===== config.mk =====
export PLATFORM = sky130hd
export DESIGN_NAME = alu_mc
export DESIGN_NICKNAME = d
export VERILOG_FILES = /design/src/rtl/alu_mc.sv
export SDC_FILE = /design/constraint.sdc
export NUM_CORES = 1
export LEC_CHECK = 0
export CAP_MARGIN = 20
export CORE_UTILIZATION = 40
export CTS_CLUSTER_DIAMETER = 200
export DETAILED_ROUTE_END_ITERATION = 7
export DONT_BUFFER_PORTS = 1
export SYNTH_ARGS = -nofsm -noshare
export SYNTH_HDL_FRONTEND = slang
export SYNTH_SLANG_ARGS = --single-unit

===== constraint.sdc =====
create_clock -name clk -period 2.3 [get_ports clk]
set_input_delay 0.115 -clock clk [delete_from_list [all_inputs] [get_ports clk]]
set_output_delay 0.115 -clock clk [all_outputs]
set_load 0.01 [all_outputs]

===== src/rtl/alu_mc.sv =====
// Multi-cycle ALU: single-cycle logic/arith ops, bit-serial shifts
// and an iterative shift-add multiplier behind a start/busy/done handshake.
module alu_mc #(
  parameter int WIDTH  = 8,
  parameter bit MUL_EN = 1'b1
) (
  input  logic             clk,
  input  logic             rst_n,
  input  logic             start,
  input  logic [3:0]       opcode,
  input  logic [WIDTH-1:0] accum,
  input  logic [WIDTH-1:0] data,
  output logic             busy,
  output logic             done,
  output logic [WIDTH-1:0] out,
  output logic             zero,
  output logic             carry,
  output logic             neg,
  output logic             ovf
);

  localparam int SW = $clog2(WIDTH);
  localparam int W2 = 2 * WIDTH;

  typedef enum logic [1:0] {
    IDLE,
    EXEC,
    DONE
  } state_t;

  state_t state, nstate;

  logic [WIDTH-1:0] a_q, a_d;
  logic [WIDTH-1:0] b_q, b_d;
  logic [W2-1:0]    m_q, m_d;
  logic [W2-1:0]    p_q, p_d;
  logic [5:0]       cnt_q, cnt_d;
  logic             mul_q, mul_d;
  logic             shl_q, shl_d;
  logic [WIDTH-1:0] out_d;
  logic             carry_d, ovf_d;

  logic [WIDTH:0]   sum, dif;
  logic [SW-1:0]    s;
  logic [W2-1:0]    pn;
  logic [WIDTH-1:0] an;
  logic             abit;
  logic             fin;
  logic             to_exec;
  logic [WIDTH-1:0] res;
  logic             rc, ro;

  assign sum = {1'b0, accum} + {1'b0, data};
  assign dif = {1'b0, accum} - {1'b0, data};
  assign s   = data[SW-1:0];
  assign pn  = p_q + (b_q[0] ? m_q : {W2{1'b0}});
  assign an  = shl_q ? {a_q[WIDTH-2:0], 1'b0}
                     : {1'b0, a_q[WIDTH-1:1]};
  assign abit = shl_q ? a_q[WIDTH-1] : a_q[0];

  always_comb begin
    nstate  = state;
    a_d     = a_q;
    b_d     = b_q;
    m_d     = m_q;
    p_d     = p_q;
    cnt_d   = cnt_q;
    mul_d   = mul_q;
    shl_d   = shl_q;
    out_d   = out;
    carry_d = carry;
    ovf_d   = ovf;
    fin     = 1'b0;
    to_exec = 1'b0;
    res     = accum;
    rc      = 1'b0;
    ro      = 1'b0;
    unique case (state)
      IDLE, DONE: begin
        nstate = IDLE;
        if (start) begin
          fin = 1'b1;
          case (opcode)
            4'b0001: begin
              res = sum[WIDTH-1:0];
              rc  = sum[WIDTH];
              ro  = (accum[WIDTH-1] == data[WIDTH-1]) &&
                    (sum[WIDTH-1] != accum[WIDTH-1]);
            end
            4'b0010: begin
              res = dif[WIDTH-1:0];
              rc  = dif[WIDTH];
              ro  = (accum[WIDTH-1] != data[WIDTH-1]) &&
                    (dif[WIDTH-1] != accum[WIDTH-1]);
            end
            4'b0011: res = accum & data;
            4'b0100: res = accum | data;
            4'b0101: res = accum ^ data;
            4'b0110: res = data;
            4'b0111, 4'b1000: begin
              // first shift step happens on the accept edge
              if (s != '0) begin
                shl_d = (opcode == 4'b0111);
                mul_d = 1'b0;
                res   = shl_d ? {accum[WIDTH-2:0], 1'b0}
                              : {1'b0, accum[WIDTH-1:1]};
                rc    = shl_d ? accum[WIDTH-1] : accum[0];
                a_d   = res;
                cnt_d = 6'(s) - 6'd1;
                if (s != SW'(1)) begin
                  fin     = 1'b0;
                  to_exec = 1'b1;
                end
              end
            end
            4'b1001: begin
              if (MUL_EN) begin
                fin     = 1'b0;
                to_exec = 1'b1;
                mul_d   = 1'b1;
                p_d     = data[0] ? {{WIDTH{1'b0}}, accum}
                                  : {W2{1'b0}};
                m_d     = {{(WIDTH-1){1'b0}}, accum, 1'b0};
                b_d     = {1'b0, data[WIDTH-1:1]};
                cnt_d   = 6'(WIDTH - 1);
              end
            end
            default: res = accum;
          endcase
          if (to_exec) nstate = EXEC;
        end
      end
      EXEC: begin
        cnt_d = cnt_q - 6'd1;
        if (mul_q) begin
          p_d = pn;
          m_d = {m_q[W2-2:0], 1'b0};
          b_d = {1'b0, b_q[WIDTH-1:1]};
          res = pn[WIDTH-1:0];
          rc  = |pn[W2-1:WIDTH];
        end else begin
          a_d = an;
          res = an;
          rc  = abit;
        end
        fin = (cnt_q == 6'd1);
      end
      default: nstate = IDLE;
    endcase
    if (fin) begin
      nstate  = DONE;
      out_d   = res;
      carry_d = rc;
      ovf_d   = ro;
    end
  end

  always_ff @(posedge clk or negedge rst_n) begin
    if (!rst_n) begin
      state <= IDLE;
      a_q   <= '0;
      b_q   <= '0;
      m_q   <= '0;
      p_q   <= '0;
      cnt_q <= '0;
      mul_q <= 1'b0;
      shl_q <= 1'b0;
      out   <= '0;
      carry <= 1'b0;
      ovf   <= 1'b0;
    end else begin
      state <= nstate;
      a_q   <= a_d;
      b_q   <= b_d;
      m_q   <= m_d;
      p_q   <= p_d;
      cnt_q <= cnt_d;
      mul_q <= mul_d;
      shl_q <= shl_d;
      out   <= out_d;
      carry <= carry_d;
      ovf   <= ovf_d;
    end
  end

  assign busy = (state == EXEC);
  assign done = (state == DONE);
  assign zero = (out == '0);
  assign neg  = out[WIDTH-1];

endmodule


Yosys cells after proc, flatten, opt, wreduce, memory -nomap -nowiden
Cells that the tools add are included.
{"block": "op_classes", "n_addsub": 5, "eq_ne": 27, "n_mux": 56, "n_bitwise": 3, "reduce_logical": 15}
{"cell": "16-bit two-way mux", "n": 7}
{"cell": "8-bit two-way mux", "n": 13}
{"cell": "16-bit one-hot mux with 2 select lines", "n": 2}
{"cell": "8-bit one-hot mux with 7 select lines", "n": 1}
{"cell": "8-bit one-hot mux with 2 select lines", "n": 3}
{"cell": "6-bit one-hot mux with 2 select lines", "n": 2}
{"cell": "1-bit two-way mux", "n": 17}
{"cell": "16-bit adder", "n": 1}
{"cell": "4-bit by 3-bit == test with 1-bit output, second input constant", "n": 4}
{"cell": "4-bit AND reduction", "n": 4}
{"cell": "6-bit two-way mux", "n": 2}
{"cell": "1-bit one-hot mux with 2 select lines", "n": 6}
{"cell": "8-bit by 8-bit adder with 9-bit output", "n": 1}
{"cell": "8-bit by 8-bit subtractor with 9-bit output", "n": 1}
{"cell": "8-bit bitwise AND", "n": 1}
{"cell": "4-bit by 2-bit == test with 1-bit output, second input constant", "n": 2}
{"cell": "4-bit == test, second input constant", "n": 2}
{"cell": "8-bit zero test", "n": 1}
{"cell": "2-bit by 1-bit inequality test with 1-bit output, second input constant", "n": 4}
{"cell": "2-bit inequality test, second input constant", "n": 4}
{"cell": "8-bit bitwise OR", "n": 1}
{"cell": "8-bit OR reduction", "n": 1}
{"cell": "8-bit XOR", "n": 1}
{"cell": "6-bit by 1-bit == test with 1-bit output, second input constant", "n": 1}
{"cell": "other kinds (18)", "n": 24}
{"block": "word_totals", "regBits": 68, "input_bits": 23, "wordCells": 117}

Longest topological paths before layout
{"block": "depth", "word_depth": 10, "depth_mapped": 11, "mapped_depth_nobuf": 10}

Least setup slack after synthesis
OpenSTA, ideal clock, no wires.
{"block": "synth_path", "kind": "reg-to-reg", "from": "register b_q[0]", "to": "register carry", "arrival_time_ns": 2.351, "t_required_ns": 2.169, "path_slack_ns": -0.183, "path_stages_with_launch": 11, "path_buffers": 0, "period_less_slack_ns": 2.483, "cell_sequence": "dfrtp_1 -> and2_1 -> ha_1 -> fa_1 -> a211oi_1 -> o21a_1 -> o31ai_1 -> a211oi_1 -> o211ai_1 -> nor3_1 -> a31oi_1"}
{"block": "synth_between", "elab_chain_cells": 5}
{"item": "from (decl)", "line": "34", "source": "logic [WIDTH-1:0] b_q, b_d;"}
{"item": "from (signal assigned)", "line": "162", "source": "b_q <= '0;"}
{"item": "from (signal assigned)", "line": "174", "source": "b_q <= b_d;"}
{"item": "16-bit two-way mux", "line": "56", "source": "assign pn = p_q + (b_q[0] ? m_q : {W2{1'b0}});"}
{"item": "16-bit adder", "line": "56"}
{"item": "8-bit OR reduction", "line": "140", "source": "rc = |pn[W2-1:WIDTH];"}
{"item": "1-bit two-way mux", "line": "135", "source": "if (mul_q) begin"}
{"item": "1-bit one-hot mux with 2 select lines", "line": "78", "source": "unique case (state)"}
{"item": "to (signal assigned)", "line": "181", "source": "carry <= carry_d;"}
{"item": "to (decl)", "line": "17", "source": "output logic carry,"}
No other way between the ends.
A chain may end at the register's enable or synchronous reset.

Worst setup path after layout
{"block": "layout_path", "from": "register b_q[0]", "to": "register p_q[14]"}
{"block": "layout_between", "elab_chain_cells": 4}
{"item": "16-bit two-way mux", "line": "56"}
{"item": "16-bit adder", "line": "56"}
{"item": "16-bit two-way mux", "line": "135"}
{"item": "16-bit one-hot mux with 2 select lines", "line": "78"}
{"item": "to (signal assigned)", "line": "176", "source": "p_q <= p_d;"}
{"item": "to (decl)", "line": "36", "source": "logic [W2-1:0] p_q, p_d;"}
No other way between the ends. The select of a mux whose other input is x is not followed.

==> impl_metrics.json <==
{
  "ant_nets": 0,
  "dp_hpwl_um": 13800,
  "vias": 5722,
  "tightest_slew_ps": 779,
  "critPathCaptureType": "register",
  "fin_ws_ps": -179,
  "die_w_um": 124,
  "power_leakage_nw": 3.16,
  "layout_common_cells": "buf_4, nor2_1, nand2_1",
  "synth-async-reset-ratio_pct": 100,
  "globalplace.congestion": 0.931,
  "layout_commonest_cell": "buf_4",
  "worstPathCellList": "buf_6 -> and2_4 -> ha_4 -> nand3_2 -> o211ai_1 -> o21ai_2 -> buf_6 -> nand4b_1 -> o211ai_1 -> buf_4 -> a22o_1",
  "first_global_vias": 5622,
  "min_path_type": "input pin to register",
  "utilization_pct": 50.3,
  "setup_viol": 6,
  "io_pins": 37,
  "crit_type": "register to register",
  "final_cells": 974,
  "ys_types": 83,
  "yosysWarnings": 0,
  "synth.avg_cell_area_sq_um": 8.20,
  "status": "finished, violations left",
  "fin_crit_sh_pct": 108,
  "critPathSlowestCell": "dfrtp_2",
  "cts_tree": "yes",
  "combPwrFrac_pct": 56.1,
  "diodes": 0,
  "dpl_worst_slack_ps": -276,
  "crit_fanout": 6,
  "die_h_um": 124,
  "h-tree-depth": 3,
  "cts_root_buffer": "clkbuf_16",
  "fillers": 1398,
  "grt_max_degree": 67,
  "finalCriticalPeriod_ps": 2480,
  "pwr_density_cell_nw_per_um2": 1150,
  "final_hold_viol_count": 0,
  "ys_seq_area_share_pct": 27.8,
  "area_delta_synth_final_pct": 23.2,
  "p_int_mw": 4.91,
  "syn_inst": 724,
  "clock_latency_ps": 340,
  "p_sw_share_pct": 41.8,
  "grt_pass1_wl_um": 29800,
  "synth_flop_cell": "dfrtp_1",
  "finClkSkew_ps": 6.14,
  "drive_above_1_share_pct": 22.8,
  "cp.arrival_ps": 2700,
  "maxCapViolCount": 0,
  "synth_top_area_share_pct": 27.8,
  "core_area_sq_um": 14500,
  "switching_power_mw": 3.53,
  "violations": "setup timing",
  "slew_headroom_pct": 47.9,
  "synth.net_count": 795,
  "critPathMaxStageDelay_ps": 450,
  "syn-cell-area_sq_um": 5940,
  "grtUsageTotal_pct": 25.7,
  "fin_nets": 856,
  "dr.pass1.iters": 5,
  "fmax_mhz": 403,
  "crit_path_start_kind": "register",
  "synth_area_leader_cell": "dfrtp_1",
  "grt_setup_unrepaired": "yes",
  "cts_buffers": 9,
  "regArea_sq_um": 1650,
  "power.share.clock_pct": 18.1,
  "drt_iter0_drc": 473,
  "seq_power_share_pct": 25.8,
  "yosys_register_bits": 66,
  "clockBufferDepth": 2,
  "dieArea_sq_um": 15300,
  "drc": 0,
  "via_per_inst": 5.87,
  "floorplan.initialDensity_pct": 40.8,
  "synth_edf_count": 0,
  "multiInputGateArea_sq_um": 4220,
  "overflow": 0,
  "cp_data_required_time_ps": 2520,
  "dp_cells": 937,
  "synth_area_leaders": "dfrtp_1, ha_1, nor2_1",
  "clock-sinks": 66,
  "post_drt_wl_per_cell_um": 19.3,
  "clkSlewWorstSetupHoldPaths_ps": 60,
  "rows": 44,
  "whs_ps": 5.84,
  "antenna_found_initial": 0,
  "wirelength_um": 18800,
  "port-buffer-count": 0,
  "maxSlewViolCount": 0,
  "max-vdd-ir-drop_mv": 0.785
}
[through the flow]
stage | instance area (sq um) | total power [mW] | TNS [ps]
after CTS | 7160 | 8.10 | -590
after detailed placement | 6480 | 6.13 | -1050
after global placement | 6480 | 6.04 | -830
after floorplan | 5970 | 4.83 | -2.27
final | 7320 | 8.44 | -642
after global routing | 7320 | 9.08 | -3080
[final timing paths]
check	cells after the start	from	slack [ps]	end
max	11	b_q[0]	-180	p_q[14]
min	2	accum[2]	6	p_q[2]
max reg2reg	11	b_q[0]	-180	p_q[14]
min reg2reg	2	b_q[1]	480	b_q[1]
max in group asynchronous	2	rst_n	1670	b_q[0]
min in group asynchronous	2	rst_n	300	out[3]
[state kept, by name, indices dropped and copies added, names as in the netlist]
register / cells
m_q: 15
b_q: 7
state: 2
shl_q: 1
mul_q: 1
a_q: 8
out: 8
cnt_q: 6
p_q: 16
ovf: 1
carry: 1
[power by group through the flow]
stage / sequential [mW] / clock, mW / combinational, mW
floorplan: 1.99 / 0 / 2.83
CTS: 2.15 / 1.54 / 4.41
detailed placement: 2.13 / 0 / 3.99
global route: 2.24 / 1.61 / 5.23
finish: 2.17 / 1.53 / 4.73
global placement: 2.12 / 0 / 3.92
[per-layer routing]
metal	wire length (um)	GRT usage (%)	vias to the layer above
li1	-	-	2748
met1	8410	33.9	2765
met2	8820	41.5	171
met3	1170	5.54	38
met4	412	8.43	0
met5	0	0	-
[cell type report]
class | count | area share, %
Tap cell | 184 | 3.15
Multi-Input combinational cell | 579 | 57.6
Clock buffer | 10 | 3.27
Sequential cell | 66 | 22.6
Inverter | 36 | 1.85
Clock inverter | 6 | 1.23
Timing Repair Buffer | 93 | 10.3
[repair_timing]
item | in CTS | in global routing
gates resized for setup | 34 | 22
setup endpoints to repair | 9 | 22
hold buffers | 11 | 0
endpoints found under the hold margin | 75 | 0
pin swaps | 19 | 19
setup buffers | 5 | 5
cloned | 1 | 0
[cell usage after synthesis, types with 10 or more instances]
cell type and count:
o21ai_0 45, and2_1 15, mux2i_1 15, ha_1 45, nor2b_1 10, inv_1 35
nor2_1 71, dfrtp_1 66, a31oi_1 13, a22oi_1 10, nand2_1 70, nand2b_1 11
nor3_1 25, clkbuf_1 17, nand3_1 26, a211oi_1 10, o22ai_1 10, xnor2_1 13
a21oi_1 52
[kinds of logic (layout without fill, tap and decap cells)]
kind of cell	Yosys count	after routing	share of synthesized area (%)
AND/OR/NAND/NOR	261	261	21.9
AO/OA/AOI/OAI	224	224	25.8
buffers and inverters	79	145	6.51
flip-flops	66	66	27.8
adder cells (fa/ha/maj)	48	48	10.5
multiplexers	25	25	4.43
XOR/XNOR	21	21	3.10
[worst max-delay path: cells and delay by family, from the launching register on]
kind            cells  cell delay (ps)
simple gates        3              280
fa+ha+maj           1              290
compound gates      4              880
buf+inv             3              470
flops               1              450
No activity file was read; power rests on OpenSTA's default activity.
